File: config.mk
export PLATFORM = sky130hd
export DESIGN_NAME = izh_spike_encoder
export DESIGN_NICKNAME = d
export VERILOG_FILES = /design/src/rtl/izh_pkg.sv /design/src/rtl/izh_event_fifo.sv /design/src/rtl/izh_spike_encoder.sv
export SDC_FILE = /design/constraint.sdc
export NUM_CORES = 1
export LEC_CHECK = 0
export CAP_MARGIN = 0
export CORE_ASPECT_RATIO = 0.7
export CORE_UTILIZATION = 45
export DETAILED_ROUTE_END_ITERATION = 16
export GPL_ROUTABILITY_DRIVEN = 0
export PLACE_DENSITY_LB_ADDON = 0.12
export SETUP_SLACK_MARGIN = 0.15
export SKIP_CTS_REPAIR_TIMING = 1
export SYNTH_ARGS = -nofsm -noshare
export SYNTH_HDL_FRONTEND = slang
export SYNTH_SLANG_ARGS = --single-unit
File: constraint.sdc
create_clock -name clk -period 1.9 [get_ports clk]
set_clock_uncertainty 0.2 [all_clocks]
set_input_delay 0.38 -clock clk [delete_from_list [all_inputs] [get_ports clk]]
set_output_delay 0.38 -clock clk [all_outputs]
set_load 0.1 [all_outputs]
File: src/rtl/izh_pkg.sv
// Shared definitions for the Izhikevich neuron core and its downstream stages.
// Threshold defaults are reused by the neuron core's test benches.
package izh_pkg;

   typedef enum logic {
      ARMED   = 1'b0,
      REFRACT = 1'b1
   } izh_state_t;

   localparam logic signed [7:0] IZH_SPIKE_TH = 8'sd19;
   localparam logic signed [7:0] IZH_REARM_TH = 8'sd0;

endpackage

File: src/rtl/izh_event_fifo.sv
// First-word-fall-through event FIFO; pointers carry an extra wrap bit to tell
// full from empty. A pop on an empty FIFO is ignored, a push while full is accepted only alongside a pop.
module izh_event_fifo #(
   parameter int WIDTH = 12,
   parameter int DEPTH = 4
) (
   input  logic             clk,
   input  logic             rst_n,
   input  logic             push,
   input  logic [WIDTH-1:0] push_data,
   input  logic             pop,
   output logic [WIDTH-1:0] rd_data,
   output logic             full,
   output logic             empty
);

   localparam int AW = $clog2(DEPTH);

   logic [WIDTH-1:0] mem [DEPTH];
   logic [AW:0]      wr_ptr;
   logic [AW:0]      rd_ptr;
   logic             do_push;
   logic             do_pop;

   assign empty   = (wr_ptr == rd_ptr);
   assign full    = (wr_ptr[AW] != rd_ptr[AW]) && (wr_ptr[AW-1:0] == rd_ptr[AW-1:0]);
   assign do_pop  = pop && !empty;
   assign do_push = push && (!full || do_pop);

   // The head reads as zero while empty so the output never shows stale data.
   assign rd_data = empty ? '0 : mem[rd_ptr[AW-1:0]];

   always_ff @(posedge clk) begin
      if (!rst_n) begin
         wr_ptr <= '0;
         rd_ptr <= '0;
      end else begin
         if (do_push) wr_ptr <= wr_ptr + 1'b1;
         if (do_pop)  rd_ptr <= rd_ptr + 1'b1;
      end
   end

   always_ff @(posedge clk) begin
      if (do_push) mem[wr_ptr[AW-1:0]] <= push_data;
   end

endmodule

File: src/rtl/izh_spike_encoder.sv
// Spike detector with threshold/re-arm hysteresis, saturating ISI measurement
// and a queued ISI event stream behind a valid/ready handshake.
module izh_spike_encoder
   import izh_pkg::*;
#(
   parameter int               ISI_W    = 12,
   parameter int               DEPTH    = 4,
   parameter logic signed [7:0] SPIKE_TH = IZH_SPIKE_TH,
   parameter logic signed [7:0] REARM_TH = IZH_REARM_TH
) (
   input  logic             clk,
   input  logic             rst_n,
   input  logic             ena,
   input  logic [7:0]       v_in,
   output logic             spike,
   output logic [15:0]      spike_cnt,
   output logic             evt_valid,
   input  logic             evt_ready,
   output logic [ISI_W-1:0] evt_isi,
   output logic             overflow
);

   izh_state_t       state;
   logic [ISI_W-1:0] isi_q;
   logic [ISI_W-1:0] isi_next;
   logic             spike_hit;
   logic             fifo_full;
   logic             fifo_empty;

   assign spike_hit = ena && (state == ARMED) && ($signed(v_in) > SPIKE_TH);
   assign isi_next  = (&isi_q) ? isi_q : isi_q + 1'b1;
   assign evt_valid = !fifo_empty;

   izh_event_fifo #(
      .WIDTH (ISI_W),
      .DEPTH (DEPTH)
   ) u_fifo (
      .clk       (clk),
      .rst_n     (rst_n),
      .push      (spike_hit),
      .push_data (isi_next),
      .pop       (evt_ready),
      .rd_data   (evt_isi),
      .full      (fifo_full),
      .empty     (fifo_empty)
   );

   // A full FIFO only drops the event when the consumer is not popping this cycle.
   always_ff @(posedge clk) begin
      if (!rst_n) begin
         state     <= ARMED;
         isi_q     <= '0;
         spike     <= 1'b0;
         spike_cnt <= '0;
         overflow  <= 1'b0;
      end else begin
         spike <= spike_hit;
         if (spike_hit) spike_cnt <= spike_cnt + 16'd1;
         if (spike_hit && fifo_full && !evt_ready) overflow <= 1'b1;
         if (ena) begin
            isi_q <= spike_hit ? '0 : isi_next;
            if (state == ARMED) begin
               if ($signed(v_in) > SPIKE_TH) state <= REFRACT;
            end else begin
               if ($signed(v_in) < REARM_TH) state <= ARMED;
            end
         end
      end
   end

endmodule
==> impl_metrics.toml, run 1 <==
[clock_network]
tritoncts_clock_tree = "done"
clock_tree.root_cell = "clkbuf_16"
numCtsBuffers = 9
cts_num_sinks = 87
cts_max_path_buffers = 2
worstSkewPairLatency_ps = 340
htree_num_levels = 3
worst_setup_hold_path_clk_slew_ps = 60

[logic_synthesis]
syn-num-nets = 341
muxShareOfSynthArea_pct = 8.08
synthSimpleGateAreaFrac_pct = 16.4
synth_top_family_by_area = "simple AND/OR/NAND/NOR gates"
synth-seq-cells = 87
netlist.area_leader.share_pct = 37.4
post_synth_fa_ha_maj_area_fraction_pct = 2.27
netlist.top_cell.by_area = "edfxtp_1"
synth_area_leaders = "edfxtp_1 37%, dfxtp_1 20%, mux4_2 7.0%"
synthArstFlopShare_pct = 0
ys_dominant_reg_cell = "edfxtp_1"
synth_cells = 322
syn-cell-area_um2 = 3860
post_synth_xor_area_fraction_pct = 5.22
post_synth_num_cell_types = 49
ys_seq_area_share_pct = 57.6
number_of_flops_mapped_to_enable_cells_by_yosys = 48
yosysWarnings = 0
synth.most_common_cell = "edfxtp_1"
synthesis.area_per_instance_um2 = 12.0
synthTopCellsByCount = "48 x edfxtp_1, 39 x dfxtp_1, 28 x nor2_1"
synth_compound_area_share_pct = 7.85

[worst_setup_path]
path_class = "reg2out"
r2r-start = "isi_q[0]$_SDFFE_PN0P_"
setup.reg_to_reg.worst_slack_ps = 30
setup.worst_path.end = "evt_isi[8]"
worst-path-max-fanout = 7
startpoint_type = "flip-flop"
r2r-end = "u_fifo.mem[2][1]$_DFFE_PP_"
critical_path_required_ps = 1320
worstSetupEndpointType = "primary output"
worst-endpoint-arrival_ps = 1690
worstRegToRegCells = 5

[floorplanning]
pin_count = 43
core_area_um2 = 8070
placement_rows = 27
fp.dieArea_um2 = 8950
die_h_um = 79.5
fp.dieW_um = 113
start_util_pct = 47.8

[timing]
fmax_ghz = 0.441
slew_violations = 0
worst_pin_slew_ps = 381
finalSetupViolCount = 13
period_share_pct = 119
unrepaired_setup_endpoints_after_global_routing = "true"
hold_viol_final = 0
period_minus_slack_ps = 2270
maxSlewHeadroom_pct = 74.6
final_critical_path_setup_slack_ps = -368

[drt]
drt-vias-per-instance = 5.59
totalWireLength_mm = 10.3
wire_per_inst_um = 19.1
drt_drc_violations_left = 0
route.antenna.remaining_nets = 0
drt-initial-drc-count = 197
detailroute.via_count = 3003
drt_pre_antenna_iters = 4

[status]
status = "finished with violations"
failed_checks = "setup timing"

[power_and_ir_drop]
power.leakage_nw = 2.31
clockPowerShare_pct = 34.5
power.switching_mw = 1.58
seq_power_share_pct = 38.9
power_per_cell_area_nw_per_um2 = 841
cell_internal_pwr_mw = 3.63
p_sw_share_pct = 30.3
p_total_mw = 5.21
peakVddDrop_mv = 0.428
p_comb_share_pct = 26.7

[cells_and_area]
nets = 450
postLayoutCoreUtil_pct = 76.7
fillerInstances = 478
final_layout_size_suffix_gt1_share_pct = 53.9
area_growth_pct = 60.6
ant_diodes = 0

[global_route]
gr-total-overflow = 0
grt_pass1_wl_mm = 14.5
antenna_found_initial = 0
first_global_vias = 2742
groute.usage.overall_pct = 21.4
grt_max_degree = 27

[placement]
dp_hpwl_mm = 6.07
port_buffers = 40

[min_path]
hold_path.class = "in2reg"

[job]
maxCapViolCount = 0
## through the flow
| stage | instances | setup TNS, ps | hold slack, ps | setup WS, ps | cell area, um2 |
|---|---|---|---|---|---|
| 4_1_cts | 504 | -6010 | 304 | -391 | 5510 |
| 6_report | 537 | -4320 | 134 | -368 | 6200 |
| 5_1_grt | 537 | -5250 | 136 | -424 | 6200 |
| 2_1_floorplan | 322 | -1520 | 245 | -150 | 4120 |
| 3_3_place_gp | 488 | -23980 | 265 | -389 | 5200 |
| 3_5_place_dp | 488 | -27770 | 294 | -442 | 5200 |
## registers in the layout, indices dropped and copies added (netlist names), named ones only
signal         count
u_fifo.mem        48
spike_cnt         16
isi_q             12
u_fifo.rd_ptr      3
u_fifo.wr_ptr      3
overflow           1
spike              1
state              1
## power groups by stage
| stage | combinational (mW) | sequential [mW] | clock (mW) |
|---|---|---|---|
| after CTS | 1.30 | 2.03 | 1.82 |
| after detailed placement | 1.29 | 2.07 | 0 |
| after floorplan | 0.820 | 2.09 | 0 |
| after global placement | 1.28 | 2.06 | 0 |
| after global routing | 1.44 | 2.03 | 1.91 |
| final | 1.39 | 2.03 | 1.80 |
## layout by cell type, fill, tap and decap left out, types with 4 or more instances in the layout
master,netlist,layout
a21oi_1,17,13
xor2_1,8,6
nand2_1,22,22
buf_6,0,11
o21ai_1,9,7
xnor2_2,0,5
and2_4,0,8
buf_4,0,47
nor3_1,7,5
nand4_1,8,8
ha_1,7,6
dfxtp_1,39,8
buf_12,0,37
nand3_4,0,4
clkbuf_16,0,9
edfxtp_1,48,48
nor2b_4,0,12
or3_1,7,4
inv_1,10,9
nor2_1,28,21
nor2_4,0,4
dlymetal6s2s_1,0,7
dfxtp_4,0,18
mux4_2,12,12
dfxtp_2,0,13
xnor2_1,15,9
nor2_2,0,4
## worst min-delay path by stage
stage / start / endpoint / slack, ps / cells past startpoint
after global routing: v_in[7] / state$_SDFFE_PN0P_ / 140 / 2
final: v_in[7] / state$_SDFFE_PN0P_ / 130 / 2
after floorplan: u_fifo.wr_ptr[2]$_SDFFE_PN0P_ / u_fifo.wr_ptr[2]$_SDFFE_PN0P_ / 240 / 2
after detailed placement: u_fifo.wr_ptr[2]$_SDFFE_PN0P_ / u_fifo.wr_ptr[2]$_SDFFE_PN0P_ / 290 / 2
after CTS: u_fifo.wr_ptr[2]$_SDFFE_PN0P_ / u_fifo.wr_ptr[2]$_SDFFE_PN0P_ / 300 / 2
after global placement: u_fifo.wr_ptr[2]$_SDFFE_PN0P_ / u_fifo.wr_ptr[2]$_SDFFE_PN0P_ / 270 / 2
## worst max-delay path, cell delays in order, from the launching register on
cell and delay [ps]:
dfxtp_2 350, buf_12 140, mux4_2 540, nor2b_4 160, buf_12 160
## metal layers
metal,global-route usage [%],vias up,wire length [um]
met5,0,-,0
met4,5.20,0,120
met3,6.15,12,650
met2,31.6,101,4820
met1,31.1,1476,4670
li1,-,1414,-
## area by class of cell
cell class              count  area (um2)  area share [%]
clock inverters             7        77.6            1.25
well taps                 101         126            2.04
clock buffers               9         225            3.63
inverters                  12        48.8           0.788
flip-flops and latches     87        2310            37.2
multi-input cells         217        2090            33.7
repair buffers            104        1330            21.4
## cells by family after synthesis
family,Yosys count
AO/OA/AOI/OAI,46
XOR/XNOR,23
adder cells (fa/ha/maj),7
buffers and inverters,24
flip-flops,87
multiplexers,16
AND/OR/NAND/NOR,119
No activity file was read; power rests on OpenSTA's default activity.
==> run 2, diff against run 1 <==
Settings changed: GPL_ROUTABILITY_DRIVEN 0 to 1.
==> results of run 2 <==
No change in the layout: final DEF, timing and power equal those of run 1.
==> run 3, diff against run 2 <==
Settings changed: CORE_MARGIN from default to 1.5, CORE_UTILIZATION 45 to 50, GPL_TIMING_DRIVEN from default to 0.
==> impl_metrics.toml, run 3 (same netlist as run 1, synthesis figures left out) <==
[timing]
worst_pin_slew_ps = 595
hold_viol_final = 0
holdWs_ps = 237
final_critical_path_setup_slack_ps = -415
unrepaired_setup_endpoints_after_global_routing = "true"
period_minus_slack_ps = 2310
period_share_pct = 122
finalSetupViolCount = 23
slew_violations = 0
fmax_ghz = 0.432
maxSlewHeadroom_pct = 60.3

[placement]
place_ws_ps = -999
dp_hpwl_mm = 5.66
place.gp.congestion = 0.856
port_buffers = 40

[clock_network]
clock_tree.root_cell = "clkbuf_8"
cts_num_sinks = 87
worstSkewPairLatency_ps = 360
numCtsBuffers = 9
tritoncts_clock_tree = "done"
htree_num_levels = 3
cts_max_path_buffers = 2
worst_setup_hold_path_clk_slew_ps = 90

[worst_setup_path]
critical_path_required_ps = 1320
worst_path_max_delay_cell = "mux4_2"
worst-endpoint-arrival_ps = 1730
cp.depth = 4
r2r-start = "isi_q[0]$_SDFFE_PN0P_"
crit_path_cell_trace = "buf_12 -> mux4_2 -> nor2b_4 -> buf_12"
path_class = "reg2out"
r2r-end = "isi_q[3]$_SDFFE_PN0P_"
startpoint_type = "flip-flop"
worstRegToRegCells = 8
worst_path_dominant_cell_family = "multiplexers"
setup.worst_path.end = "evt_isi[1]"
path_buf_inv = 2
max_stage_delay_ps = 530
worstSetupEndpointType = "primary output"
setup.reg_to_reg.worst_slack_ps = -40
worst-path-max-fanout = 5
crit_path_frequent_cell = "buf_12"

[floorplanning]
fp.dieArea_um2 = 8260
fp.dieW_um = 108
core_area_um2 = 7380
pin_count = 43
placement_rows = 26
start_util_pct = 52.2
die_h_um = 76.5

[drt]
drt-vias-per-instance = 5.70
drt_drc_violations_left = 0
drt_pre_antenna_iters = 4
totalWireLength_mm = 9.80
detailroute.via_count = 2954
drt-initial-drc-count = 214
wire_per_inst_um = 18.9
route.antenna.remaining_nets = 0

[global_route]
groute.usage.overall_pct = 20.9
grt_pass1_wl_mm = 13.1
antenna_found_initial = 0
grt_max_degree = 18
gr-total-overflow = 0
first_global_vias = 2463

[job]
maxCapViolCount = 0

[min_path]
hold_path.class = "in2reg"

[cells_and_area]
most-common-layout-cells = "48 x edfxtp_1, 28 x buf_4, 21 x dfxtp_4, 20 x nand2_1, 20 x nor2_1"
area_growth_pct = 47.9
postLayoutCoreUtil_pct = 77.2
most_frequent_standard_cell_in_the_layout_excluding_fill_and_tap_cells = "edfxtp_1"
largest_register_ff_count = 48
ant_diodes = 0
nets = 434
fillerInstances = 453
final_layout_size_suffix_gt1_share_pct = 50.7

[power_and_ir_drop]
peakVddDrop_mv = 0.611
power.leakage_nw = 2.09
p_total_mw = 4.72
power_per_cell_area_nw_per_um2 = 828

[status]
status = "finished with violations"
failed_checks = "setup timing"
-- run 3: layout make-up --
class | count | area (um2) | share of cell area (%)
plain buffers | 12 | 105 | 1.84
clock buffers | 9 | 124 | 2.17
clock inverters | 7 | 86.3 | 1.51
inverters | 12 | 48.8 | 0.855
multi-input cells | 218 | 2100 | 36.8
flip-flops and latches | 87 | 2310 | 40.5
well taps | 98 | 123 | 2.15
repair buffers | 75 | 811 | 14.2
-- run 3: worst min-delay path by stage --
stage | start | cells past startpoint | slack (ps) | endpoint
2_1_floorplan | u_fifo.wr_ptr[2]$_SDFFE_PN0P_ | 2 | 240 | u_fifo.wr_ptr[2]$_SDFFE_PN0P_
3_3_place_gp | overflow$_SDFFE_PN0P_ | 2 | 260 | overflow$_SDFFE_PN0P_
3_5_place_dp | overflow$_SDFFE_PN0P_ | 2 | 270 | overflow$_SDFFE_PN0P_
4_1_cts | u_fifo.wr_ptr[2]$_SDFFE_PN0P_ | 2 | 290 | u_fifo.wr_ptr[2]$_SDFFE_PN0P_
5_1_grt | v_in[7] | 2 | 230 | state$_SDFFE_PN0P_
6_report | v_in[7] | 2 | 240 | state$_SDFFE_PN0P_
-- run 3: layer usage --
metal / routed length [um] / up-vias / GRT usage [%]
met5: 0 / - / 0
met4: 124 / 0 / 4.74
met3: 532 / 12 / 5.56
met2: 4760 / 100 / 30.1
met1: 4380 / 1457 / 31.4
li1: - / 1385 / -
-- run 3: metrics by stage --
step | area [um2] | TNS (ps) | cells
5_1_grt | 5700 | -6840 | 518
3_5_place_dp | 4650 | -53940 | 460
6_report | 5700 | -5170 | 518
3_3_place_gp | 4650 | -53040 | 460
2_1_floorplan | 4120 | -1520 | 322
4_1_cts | 4860 | -37830 | 476
-- run 3: where the power goes --
part / leakage [nW] / switching (mW) / internal (mW) / total [mW]
Combinational: 1.24 / 0.773 / 0.564 / 1.34
Clock: 0.104 / 0.719 / 0.637 / 1.36
Sequential: 0.753 / 0.0372 / 1.99 / 2.03
Total: 2.09 / 1.53 / 3.19 / 4.72
